`config.mk`:
```
export PLATFORM = sky130hd
export DESIGN_NAME = dl_rr_arb8
export DESIGN_NICKNAME = d
export VERILOG_FILES = /design/src/rtl/dl_rr_arb8.sv
export SDC_FILE = /design/constraint.sdc
export NUM_CORES = 1
export LEC_CHECK = 0
export ABC_AREA = 1
export CAP_MARGIN = 20
export CORE_AREA = 3 3 152 95
export DETAILED_ROUTE_END_ITERATION = 16
export DIE_AREA = 0 0 155 98
export PLACE_DENSITY = 0.79
export REMOVE_ABC_BUFFERS = 1
export SETUP_SLACK_MARGIN = 0.4
export SYNTH_ARGS = -nofsm -noshare
export SYNTH_HDL_FRONTEND = slang
export SYNTH_SLANG_ARGS = --single-unit
```
`constraint.sdc`:
```
create_clock -name clk -period 3 [get_ports clk]
set_input_delay 0.3 -clock clk [delete_from_list [all_inputs] [get_ports clk]]
set_output_delay 0.3 -clock clk [all_outputs]
set_load 0.02 [all_outputs]
```
`src/rtl/dl_rr_arb8.sv`:
```
// ============================================================================
// dl_rr_arb8 : registered 8-way round-robin arbiter driving an 8:1 mux select
// Revision   : 1.0 - initial release
// ============================================================================
`default_nettype none

module dl_rr_arb8 #(
    parameter int NUM_BITS = 32
) (
    input  logic                  clk,
    input  logic                  rst,
    input  logic [7:0]            i_req,
    input  logic                  i_gnt_ready,
    input  logic [8*NUM_BITS-1:0] i_data_in,
    output logic                  o_gnt_valid,
    output logic [2:0]            o_gnt_idx,
    output logic [7:0]            o_gnt_onehot,
    output logic [NUM_BITS-1:0]   o_data_out
);

    typedef enum logic [0:0] {
        IDLE  = 1'b0,
        GRANT = 1'b1
    } state_t;

    state_t     r_state;
    logic [2:0] r_ptr;
    logic       r_gnt_valid;
    logic [2:0] r_gnt_idx;
    logic [7:0] r_gnt_onehot;

    logic [2:0] w_xfer_ptr;
    logic       w_idle_found;
    logic [2:0] w_idle_idx;
    logic       w_xfer_found;
    logic [2:0] w_xfer_idx;

    // Returns {found, index}; descending offset loop lets the lowest offset
    // from the pointer win.
    function automatic logic [3:0] f_pick(input logic [7:0] req, input logic [2:0] ptr);
        logic [3:0] res;
        logic [2:0] idx;
        res = 4'b0;
        for (int i = 7; i >= 0; i--) begin
            idx = ptr + 3'(i);
            if (req[idx]) begin
                res = {1'b1, idx};
            end
        end
        return res;
    endfunction

    assign w_xfer_ptr                 = r_gnt_idx + 3'd1;
    assign {w_idle_found, w_idle_idx} = f_pick(i_req, r_ptr);
    assign {w_xfer_found, w_xfer_idx} = f_pick(i_req, w_xfer_ptr);

    always_ff @(posedge clk or posedge rst) begin
        if (rst) begin
            r_state      <= IDLE;
            r_ptr        <= 3'd0;
            r_gnt_valid  <= 1'b0;
            r_gnt_idx    <= 3'd0;
            r_gnt_onehot <= 8'd0;
        end else begin
            case (r_state)
                IDLE: begin
                    if (w_idle_found) begin
                        r_state      <= GRANT;
                        r_gnt_valid  <= 1'b1;
                        r_gnt_idx    <= w_idle_idx;
                        r_gnt_onehot <= 8'd1 << w_idle_idx;
                    end
                end
                GRANT: begin
                    // Sticky grant: only a completed handshake moves anything.
                    if (i_gnt_ready) begin
                        r_ptr <= w_xfer_ptr;
                        if (w_xfer_found) begin
                            r_gnt_idx    <= w_xfer_idx;
                            r_gnt_onehot <= 8'd1 << w_xfer_idx;
                        end else begin
                            r_state      <= IDLE;
                            r_gnt_valid  <= 1'b0;
                            r_gnt_onehot <= 8'd0;
                        end
                    end
                end
                default: begin
                    r_state     <= IDLE;
                    r_gnt_valid <= 1'b0;
                end
            endcase
        end
    end

    assign o_gnt_valid  = r_gnt_valid;
    assign o_gnt_idx    = r_gnt_idx;
    assign o_gnt_onehot = r_gnt_onehot;
    assign o_data_out   = i_data_in[r_gnt_idx*NUM_BITS +: NUM_BITS];

endmodule

`default_nettype wire

```
# Word level (Yosys, flattened, before mapping)
# Cells that the tools add are included.
# classes
add_sub_neg	15
magnitude_cmp	16
n_eq_ne	4
shift	3
mux	64
bitwise	1
n_reduce_logical	4
# ops
op	n
indexed part select 256 x 9 -> 32 bit	1
less-than comparator 3 x 4 -> 1 bit, second input constant	16
2-to-1 mux 4 bit	16
binary-select mux 1 bit (select 3 bit)	16
adder 3 bit, second input constant	8
2-to-1 mux 8 bit	3
2-to-1 mux 1 bit	22
case mux 8 bit (2 select lines)	1
left shift 1 x 3 -> 8 bit, first input constant	2
adder 3 x 2 -> 3 bit, second input constant	4
adder 3 x 1 -> 3 bit, second input constant	3
2-to-1 mux 3 bit	3
inequality test 2 bit, second input constant	3
case mux 3 bit (2 select lines)	1
AND reduction 3 bit	2
case mux 1 bit (2 select lines)	2
AND reduction 2 bit	2
inequality test 2 x 1 -> 1 bit, second input constant	1
NOT 1 bit	1
# word_totals
register_bits	16
input_bits	267
out_inout_bits	44
elab_cells	112

# Longest topological paths before layout
# depth
depth_word	16
ltp_mapped	28
depth_no_buf	23

# Worst setup path after synthesis
# OpenSTA, ideal clock, no wires.
# synth_timing
path_type	reg2reg
startpoint	register r_gnt_idx[0] (netlist: o_gnt_idx[0])
endpoint	register r_gnt_onehot[4] (netlist: o_gnt_onehot[4])
setup_time_ps	65
t_arrival_ps	3097
required_ps	2935
path_slack_ps	-162
stages_incl_launch_ff	29
path_cell_list	dfrtp_1 inv_2 buf_6 clkbuf_1 clkbuf_1 clkbuf_1 ha_1 inv_2 buf_6 nand2_4 nand2_4 nand2_1 nand2_1 nand2_1 nand2_1 inv_1 nand2_1 nand2_1 nand2_1 nand2_1 nand2_1 nand2_1 nand2_1 nand2_1 nor2_4 nand3_1 nand2_1 nand2_1 nand2_1
# synth_via
elab_chain_cells	16
word_cells_on_any_way	36
# synth_lines
item	line	rtl
start: declaration	29	logic [2:0] r_gnt_idx;
start signal: assignment	70	r_gnt_idx <= w_idle_idx;
start signal: assignment	79	r_gnt_idx <= w_xfer_idx;
adder 3 x 1 -> 3 bit (*)	53	assign w_xfer_ptr = r_gnt_idx + 3'd1;
via w_xfer_ptr[0]	32	logic [2:0] w_xfer_ptr;
adder 3 bit	45	idx = ptr + 3'(i);
binary-select mux 1 bit (select 3 bit)	46	if (req[idx]) begin
2-to-1 mux 1 bit (implied by the code)	46	
2-to-1 mux 4 bit (7 in a row)	46	
2-to-1 mux 4 bit (*)	46	
left shift 1 x 3 -> 8 bit	80	r_gnt_onehot <= 8'd1 << w_xfer_idx;
2-to-1 mux 8 bit (*)	78	if (w_xfer_found) begin
2-to-1 mux 8 bit (*)	76	if (i_gnt_ready) begin
case mux 8 bit (2 select lines) (*)	65	case (r_state)
end signal: assignment	71	r_gnt_onehot <= 8'd1 << w_idle_idx;
end signal: assignment	80	
end: declaration	30	logic [7:0] r_gnt_onehot;
# The timed path passes the listed nets; every way through them passes the cells marked *. The select of a mux whose other input is x is not followed.
# A chain may end at the register's enable or synchronous reset.

# Final worst setup path
# layout_timing
startpoint	register r_gnt_idx[0] (netlist: o_gnt_idx[0])
endpoint	register r_gnt_onehot[5] (netlist: o_gnt_onehot[5])
# layout_via
elab_chain_cells	16
word_cells_on_any_way	36
# layout_lines
item	line
adder 3 x 1 -> 3 bit (*)	53
adder 3 bit	45
binary-select mux 1 bit (select 3 bit)	46
2-to-1 mux 1 bit (implied by the code)	46
2-to-1 mux 4 bit (7 in a row)	46
2-to-1 mux 4 bit (*)	46
left shift 1 x 3 -> 8 bit	80
2-to-1 mux 8 bit (*)	78
2-to-1 mux 8 bit (*)	76
case mux 8 bit (2 select lines) (*)	65
# Mark *: on every way between the ends. The rest lies on a longest branch, timed or not. The select of a mux whose other input is x is not followed.

==> results.txt <==
----------------------------------------------------
[Yosys]
  Count of flip-flops with a built-in enable after synthesis ... 0
  Most frequent cell after synthesis ... sky130_fd_sc_hd__nor2_1
  Share of flip-flops with an asynchronous set or reset ... 100%
  Fraction of post-synthesis cell area in the top cell type by area ... 20.6%
  Largest area contributor in the synthesized netlist ... sky130_fd_sc_hd__nor2_1
  Synth Cell Area ... 4290 um^2
  Most used flip-flop cell after synthesis ... sky130_fd_sc_hd__dfrtp_1
  Register bit count reported by yosys ... 16
  Share of synthesized area occupied by flip-flops and latches ... 9.33%
  Number of cells produced by synthesis ... 871
  Synth Area per Inst ... 4.92 um^2
  Number of unique standard cell types used by synthesis ... 30
  Synthesis Warnings ... 0
  Commonest cells post-synth ... sky130_fd_sc_hd__nor2_1, sky130_fd_sc_hd__nand2_1, sky130_fd_sc_hd__o21ai_0
  Leading post-synthesis cells by cell area ... sky130_fd_sc_hd__nor2_1, sky130_fd_sc_hd__nand2_1, sky130_fd_sc_hd__o21ai_0, sky130_fd_sc_hd__dfrtp_1, sky130_fd_sc_hd__nand3_1

[Cells and area]
  Net total in the final layout ... 1433
  Number of diodes added for antenna fixing ... 0
  Post-route design area ... 7960 um^2
  Layout cells sized above 1 ... 10.2%
  Final core utilization ... 61.6%
  Area growth syn-to-layout ... 85.6%

[Critical path]
  Stage delay of the slowest cell on the critical path ... 500 ps
  Required time of the critical path ... 3190 ps
  Family with the most delay on the worst path ... simple AND/OR/NAND/NOR gates
  Critical path launch point type ... register
  Critical path endpoint category ... register
  Largest fanout on the critical path ... 8
  List of cells traversed by the critical path ... inv_8 -> ha_4 -> buf_8 -> nand2_4 -> nand2_4 -> nand2_2 -> nand2_2 -> nand2_2 -> nand2_1 -> inv_1 -> nand2_1 -> nand2_1 -> nand2_1 -> nand2_1 -> nand2_1 -> nand2_1 -> nand2_2 -> nand2_2 -> nor2_4 -> nand3_2 -> nand2_1 -> nand2_1 -> nand2_1
  Type of the worst setup path ... reg2reg
  Worst-path cell with the longest stage delay ... sky130_fd_sc_hd__dfrtp_4
  Number of buffers and inverters on the critical path ... 3
  Worst path most repeated cell ... sky130_fd_sc_hd__nand2_1
  Arrival @ worst endpoint ... 2700 ps

[Die]
  Floorplan die height ... 98 um
  Floorplan die area ... 15200 um^2
  Die Wd ... 155 um
  Initial standard-cell utilization of the core ... 33.2%
  IO Count ... 311
  Std cell rows ... 32
  Total core area ... 12900 um^2

[Status]
  Outcome ... completed

[Timing]
  Slew at the pin with the worst max-slew slack ... 615 ps
  Max Slew Vio Count ... 0
  Tightest slew margin relative to the limit ... 59.0%
  Setup repair after global routing missed its margin ... yes
  Shortest period the worst path allows ... 2520 ps
  Final hold violation count ... 0
  Largest clock skew in the final design ... 1.19 ps
  # setup viols final ... 0
  Highest Clock Rate ... 398 MHz
  Fraction of the cycle the final worst path needs ... 83.8%

[Placed design]
  Weighted congestion at the end of routability-driven global placement ... 0.969
  Count of input and output buffers ... 310
  Total placed instance area ... 7560 um^2
  HPWL Detailed ... 16300 um

[Pwr]
  Power density normalized to cell area ... 1260 nW/um^2
  Static Leakage ... 3.53 nW
  Maximum vdd drop ... 0.000714 V

[Route]
  Detail-routed via count per cell ... 5.21
  Via count ... 6937
  Antenna viol nets, final ... 0
  DRT Wirelength ... 21500 um
  First-pass detailed-route iteration total ... 6
  Count of routing violations after the opening detailed-route iteration ... 586
  Number of remaining DRC errors ... 0
  Routed wirelength normalized by instance count ... 16.1 um

[Global route]
  Initial antenna violation count ... 0
  Overflow left after global routing ... 0
  Total routing resource utilization after global routing ... 25.2%
  Global-route wire length before repair ... 32200 um
  Vias in the first global route ... 6189
  Largest net degree at the start of global routing ... 106

[Worst hold path]
  Type of the tightest min-delay check ... in2async

[Clock network]
  Max Buffers Root-to-Sink ... 2
  Root Driver ... sky130_fd_sc_hd__clkbuf_16
  Total number of H-tree levels ... 1
  Clk sink count ... 16
  Clock latency reported for the late side of the worst-skew pair ... 240 ps
  Clock tree from TritonCTS ... yes
  Reg clk slew, reported paths ... 50 ps
  CTS hold repair buffers ... 0
  Inserted Clock Buffers ... 3

[Flow run]
  Number of violations of the max-capacitance limit ... 0

----------------------------------------------------
[metrics by stage]
step | hold slack, ps | TNS (ps) | cells | power [mW] | setup WS [ps]
floorplan | 214 | -105890 | 813 | 5.99 | -3500
global placement | 471 | 0 | 1315 | 8.89 | 434
detailed placement | 471 | 0 | 1315 | 8.93 | 384
CTS | 447 | 0 | 1319 | 9.12 | 341
global route | 498 | 0 | 1331 | 11.0 | 297
finish | 424 | 0 | 1331 | 10.0 | 485
[path summary, 6_finish.rpt]
| kind | from | end | slack, ps | cells past startpoint |
|---|---|---|---|---|
| worst max-delay path | o_gnt_idx[0] | o_gnt_onehot[5] | 480 | 23 |
| worst min register to register | o_gnt_onehot[0] | o_gnt_onehot[0] | 480 | 2 |
| worst min-delay path | rst | o_gnt_onehot[0] | 420 | 2 |
| min in group clk | o_gnt_onehot[0] | o_gnt_onehot[0] | 480 | 2 |
| max in group asynchronous | rst | o_gnt_idx[0] | 2120 | 2 |
| worst max register to register | o_gnt_idx[0] | o_gnt_onehot[5] | 480 | 23 |
[what timing repair did]
item / in CTS / in global routing
pin swaps: 0 / 14
setup endpoints to repair: 37 / 16
buffers inserted: 0 / 9
gates resized for setup: 33 / 56
cloned: 0 / 3
[kinds of logic after synthesis]
logic type / Yosys count / share of synthesized area (%)
DFF: 16 / 9.33
adders and majority gates: 4 / 1.17
and+or+nand+nor: 525 / 50.6
AOI/OAI and AO/OA: 224 / 28.4
xor gates and xnor gates: 1 / 0.379
buffers and inverters: 101 / 10.2
[worst reg2reg max path, delay by kind of cell, from the launching register on]
kind | cells | cell delay, ps
simple gates | 19 | 1410
fa+ha+maj | 1 | 320
flops | 1 | 500
buf+inv | 3 | 250
[power by group]
part | total [mW] | internal, mW | leakage, nW | switching (mW)
registers | 0.424 | 0.306 | 0.198 | 0.118
logic | 9.32 | 3.53 | 3.28 | 5.79
clock network | 0.289 | 0.203 | 0.0442 | 0.0862
[final cells by class]
type,count,area (um^2)
Fill cell,1288,4970
Multi-Input combinational cell,754,3600
Timing Repair Buffer,344,3470
Sequential cell,16,407
Tap cell,170,213
Inverter,43,186
Clock buffer,4,88.8
[metal layers]
metal  track usage, %  routed length, um
met3             3.85               1970
met2             42.1               9930
met5                0                  0
met4             2.37                222
met1             35.5               9350
[flip-flops by register name, summed over array words and instances, names as in the netlist]
name / count
o_gnt_onehot: 8
o_gnt_idx: 3
r_ptr: 3
o_gnt_valid: 1
r_state: 1
[layout by cell type (no fill, tap or decap), drive strengths merged, types with 3 or more instances in the layout]
| cell type | n |
|---|---|
| o21ai | 140 |
| clkbuf | 7 |
| nand4 | 3 |
| nor2 | 238 |
| o22ai | 32 |
| nand3 | 62 |
| ha | 4 |
| dlymetal6s2s | 4 |
| buf | 31 |
| dlygate4sd2 | 27 |
| dfrtp | 16 |
| a31oi | 33 |
| clkdlybuf4s50 | 278 |
| nand2 | 220 |
| inv | 43 |
| a21oi | 18 |
No activity file was read; power rests on OpenSTA's default activity.
==> patch 1 (same settings) <==
Change the parameter `NUM_BITS` from 32 to 28.
--- a/src/rtl/dl_rr_arb8.sv
+++ b/src/rtl/dl_rr_arb8.sv
@@ -5,7 +5,7 @@
 `default_nettype none
 
 module dl_rr_arb8 #(
-    parameter int NUM_BITS = 32
+    parameter int NUM_BITS = 28
 ) (
     input  logic                  clk,
     input  logic                  rst,
Interface: changed (resized i_data_in and o_data_out); port bits go from 311 to 275. The function was not compared with the original's and may differ.
==> patch 1 against the unedited design <==
Total power grew 0.88%. Wire length down 6.8%. Global-route usage decreased by 2.2 points. Core utilization is 3.2 points lower. First-iteration DRC count rose by 10%. Sequential power about the same. Area after synthesis shrank 7.9%. Sequential cell count stayed put. Highest routed layer unchanged. Design area shrank 5.1%. Setup slack worse by 67 ps. Critical path depth shrank 3. Via count down 6.3%. Combinational power rose by 1%. Largest cell class unchanged.
==> patch 1: results (changes against the unedited design) <==
[synth]
yosysSeqAreaShare_pct = 10.1  ; was 9.33%
synth.distinct_cells = 28  ; was 30
netlist_top_cells_area = nor2_1 20%, nand2_1 19%, o21ai_0 16%  ; was nor2_1 21%, nand2_1 18%, o21ai_0 16%
synth_top_cells_by_count = 211 x nor2_1, 198 x nand2_1, 124 x o21ai_0  ; was 235 x nor2_1, 202 x nand2_1, 137 x o21ai_0
synth_cells = 811  ; was 871
postSynth.asyncResetShare_pct = 100  ; unchanged

[grt]
grt.total_usage_pct = 22.9  ; was 25.2%
grt_pass1_wl_mm = 29.2  ; was 32.2 mm
grt_pass1_vias = 5645  ; was 6,189
grt_max_degree = 64  ; was 106

[placement]
post-place-cells = 1219  ; was 1,315
placed_cell_area_mm2 = 0.00685  ; was 0.00756 mm^2
hpwl_mm = 13.9  ; was 16.3 mm
portBuffers = 274  ; was 310
routabilityCongestion = 0.941  ; was 0.969

[flow_run]
max_cap_violations = 0  ; unchanged

[timing]
worst_slew_pin_slew_ps = 618  ; was 615 ps
fin_worst_skew_ps = 3.00  ; was 1.19 ps

[cells_and_area]
final_cells = 1246  ; was 1,331
nFillCells = 1272  ; was 1,288
nNetsFinal = 1316  ; was 1,433
drive_gt1_share_pct = 12.1  ; was 10.2%

[run_status]
status = complete, no violations  ; unchanged

[routing]
drtIter0Drc = 647  ; was 586
num_vias = 6503  ; was 6,937
wl_mm = 20.0  ; was 21.5 mm
firstDrtPassIters = 5  ; was 6

[worst_setup_path]
crit_fanout = 7  ; was 8
arrival_ps = 2770  ; was 2700 ps
reg2reg_depth = 20  ; was 23

[power]
power.leakage_nw = 3.35  ; was 3.53 nW
peakVddDrop_uv = 632  ; was 714 uV

[clocking]
clk_pin_slew_worst_paths_ps = 50  ; about the same
root_buffer = clkbuf_16  ; unchanged

[patch 1: cells by family (layout without fill, tap and decap cells)]
logic type	after synthesis	count (layout)	synth area share, %
XOR/XNOR	1	1	0.412
buffers and inverters	95	360	9.79
adder cells (fa/ha/maj)	4	4	1.27
flip-flops	16	16	10.1
AO/OA/AOI/OAI	204	204	28.2
AND/OR/NAND/NOR	491	491	50.2
[patch 1: repair_timing]
item                       in CTS  in global routing
setup buffers                   2                 16
gates cloned                    3                  2
gates resized for setup        39                 85
setup endpoints to repair      37                 15
hold buffers                    0                  0
pin swaps                       1                 32
[patch 1: layout make-up]
type	instances	area share, %
multi-input cells	700	45.5
inverters	44	2.58
well taps	170	2.82
clock buffers	4	1.18
flip-flops and latches	16	5.37
repair buffers	312	42.5
[patch 1: final timing paths]
| check | startpoint | end | slack, ps |
|---|---|---|---|
| setup / recovery | o_gnt_idx[0] | o_gnt_onehot[6] | 420 |
| hold / removal | rst | o_gnt_onehot[1] | 420 |
| setup reg to reg | o_gnt_idx[0] | o_gnt_onehot[6] | 420 |
| hold reg to reg | o_gnt_onehot[4] | o_gnt_onehot[4] | 490 |
| max in group asynchronous | rst | o_gnt_idx[0] | 2120 |
| min in group clk | o_gnt_onehot[4] | o_gnt_onehot[4] | 490 |
[patch 1: layer usage]
metal / wire [um] / track usage (%)
met1: 8710 / 32.3
met2: 9070 / 37.4
met3: 1880 / 3.68
met4: 355 / 4.21
met5: 0 / 0
[patch 1: through the flow]
step                      util (%)  hold slack (ps)  setup TNS [ps]  setup WS, ps  total power, W
after CTS                     54.7              450               0           341         0.00858
final                         58.4              424               0           417          0.0101
after global routing          58.4              490               0           243          0.0110
after detailed placement      53.0              473               0           235         0.00816
after global placement        53.0              464               0           328         0.00808
after floorplan                  -              214          -75830         -2920         0.00548
[patch 1: report_power, final]
part | total, W | internal, W | switching, W
Sequential | 0.000424 | 0.000305 | 0.000119
Clock | 0.000292 | 0.000203 | 0.0000887
Combinational | 0.00941 | 0.00362 | 0.00579
[patch 1: worst reg2reg max path, stage by stage (launching register included)]
cell      delay, ps
dfrtp_4         500
clkinv_8         90
ha_4            340
inv_6            60
nand2_1         100
nand2_4          90
nand2_1         110
nand2_1          60
nand2_1          90
o21ai_2         100
a21oi_1         190
nand2_1         100
nand2_1          60
nand2_1          50
nand2_2          90
nand2_4         100
nor2_4          120
nand2_1          50
nand2_1          60
nand2_1          60
nand2_1          70
==> patch 2 (config.mk and constraints unchanged) <==
Without the edit above. Make the reset (`rst`) synchronous in one clocked block.
--- a/src/rtl/dl_rr_arb8.sv
+++ b/src/rtl/dl_rr_arb8.sv
@@ -54,7 +54,7 @@
     assign {w_idle_found, w_idle_idx} = f_pick(i_req, r_ptr);
     assign {w_xfer_found, w_xfer_idx} = f_pick(i_req, w_xfer_ptr);
 
-    always_ff @(posedge clk or posedge rst) begin
+    always_ff @(posedge clk) begin
         if (rst) begin
             r_state      <= IDLE;
             r_ptr        <= 3'd0;
Check against the original RTL: differs if rst is asserted again (counterexample within 4 cycles, from zero or initial values and one cycle with rst high); with rst held inactive, the same outputs for 4 cycles.
==> patch 2 against the unedited design <==
Register-to-register slack gained 80 ps. Total power fell by 46%. Core utilization fell by 0.98 points. Combinational power down 48%. Global-route usage rose by 0.63 points. Via count grew 1.6%. First-iteration DRC count rose by 32%. Critical path type is now flip-flop to primary output. Highest routed layer unchanged. Design area shrank 1.6%. Critical endpoint is now o_data_out[17]. Fmax is 0.31% higher. Area after synthesis down 0.53%. Sequential cell count is the same. Wire length grew 2.3%. Worst hold slack better by 65 ps. Setup slack improved by 7.7 ps.
==> patch 2: results (changes against the unedited design) <==
[synth]
synth.distinct_cells = 31  ; was 30
yosysSeqAreaShare_pct = 7.51  ; was 9.33%
yosys_warnings = 0  ; unchanged
netlist_top_cells_area = nor2_1 21%, o21ai_0 17%, nand2_1 16%  ; was nor2_1 21%, nand2_1 18%, o21ai_0 16%
synth_top_cells_by_count = 240 x nor2_1, 182 x nand2_1, 141 x o21ai_0  ; was 235 x nor2_1, 202 x nand2_1, 137 x o21ai_0
synth_fa_ha_area_share_pct = 1.17  ; about the same
yosys.area_share.xor_xnor_pct = 0.821  ; was 0.379%
synth_compound_area_share_pct = 29.9  ; was 28.4%

[worst_hold_path]
hp-class = flip-flop to flip-flop  ; was primary input to async pin

[power]
power.leakage_nw = 3.53  ; about the same
pwr-share-clk_pct = 5.3  ; was 2.9%
internal_power_w = 0.00241  ; was 0.00404 W

[worst_setup_path]
r2r_slack_ps = 560  ; was 480 ps
reg2reg_depth = 18  ; was 23
crit_fanout = 53  ; was 8
cpMaxStageDelayCell = clkdlybuf4s50_1  ; was dfrtp_4
cp_top_family = buffers and inverters  ; was simple AND/OR/NAND/NOR gates
reg2reg_to = o_gnt_onehot[1]  ; was o_gnt_onehot[5]
crit_start = o_gnt_idx[1]  ; was o_gnt_idx[0]
arrival_ps = 2210  ; was 2700 ps
crit_end = o_data_out[17]  ; was o_gnt_onehot[5]
slowest_delay_ps = 640  ; was 500 ps

[timing]
worst_slew_pin_slew_ps = 454  ; was 615 ps
holdWs_ps = 490  ; was 424 ps
fin_worst_skew_ps = 1.73  ; was 1.19 ps
period_needed_ps = 2510  ; was 2520 ps

[grt]
grt_pass1_vias = 6220  ; was 6,189
grt_pass1_wl_mm = 32.9  ; was 32.2 mm
grt_max_degree = 73  ; was 106
grt.total_usage_pct = 25.8  ; was 25.2%

[cells_and_area]
nNetsFinal = 1448  ; was 1,433
nFillCells = 1276  ; was 1,288

[routing]
drtIter0Drc = 771  ; was 586
firstDrtPassIters = 5  ; was 6
wl_mm = 22.0  ; was 21.5 mm

[placement]
pre_cts_ws_ps = 451  ; was 384 ps
routabilityCongestion = 0.987  ; was 0.969
hpwl_mm = 16.6  ; was 16.3 mm

[run_status]
status = complete, no violations  ; unchanged

[clocking]
cts_resized = 8  ; was 33

patch 2: changes by cell type after synthesis, sizes merged, moves of 6 or more:
cell,before,now
a21oi,18,24
dfrtp,16,0
dfxtp,0,16
inv,42,60
nand2,220,192
nand3,62,79
patch 2: stage by stage:
stage / setup TNS, ps / area, um^2 / cells / total power, W
after floorplan: -118150 / 4020 / 838 / 0.00311
after global placement: 0 / 7500 / 1335 / 0.00485
after detailed placement: 0 / 7500 / 1335 / 0.00486
after CTS: 0 / 7650 / 1340 / 0.00525
after global routing: 0 / 7840 / 1346 / 0.00590
final: 0 / 7840 / 1346 / 0.00545
patch 2: area by class of cell:
cell class              count  area share (%)
inverters                  62            3.13
flip-flops and latches     16            4.17
multi-input cells         760            44.7
repair buffers            334            44.1
well taps                 170            2.71
clock buffers               4            1.13
patch 2: metal layers:
metal  vias up  GRT usage [%]  wire (um)
met5         -              0          0
met4         0           2.04        265
met3        33           4.56       2000
met2       379           44.3      10200
met1      3097           35.3       9480
li1       3536              -          -
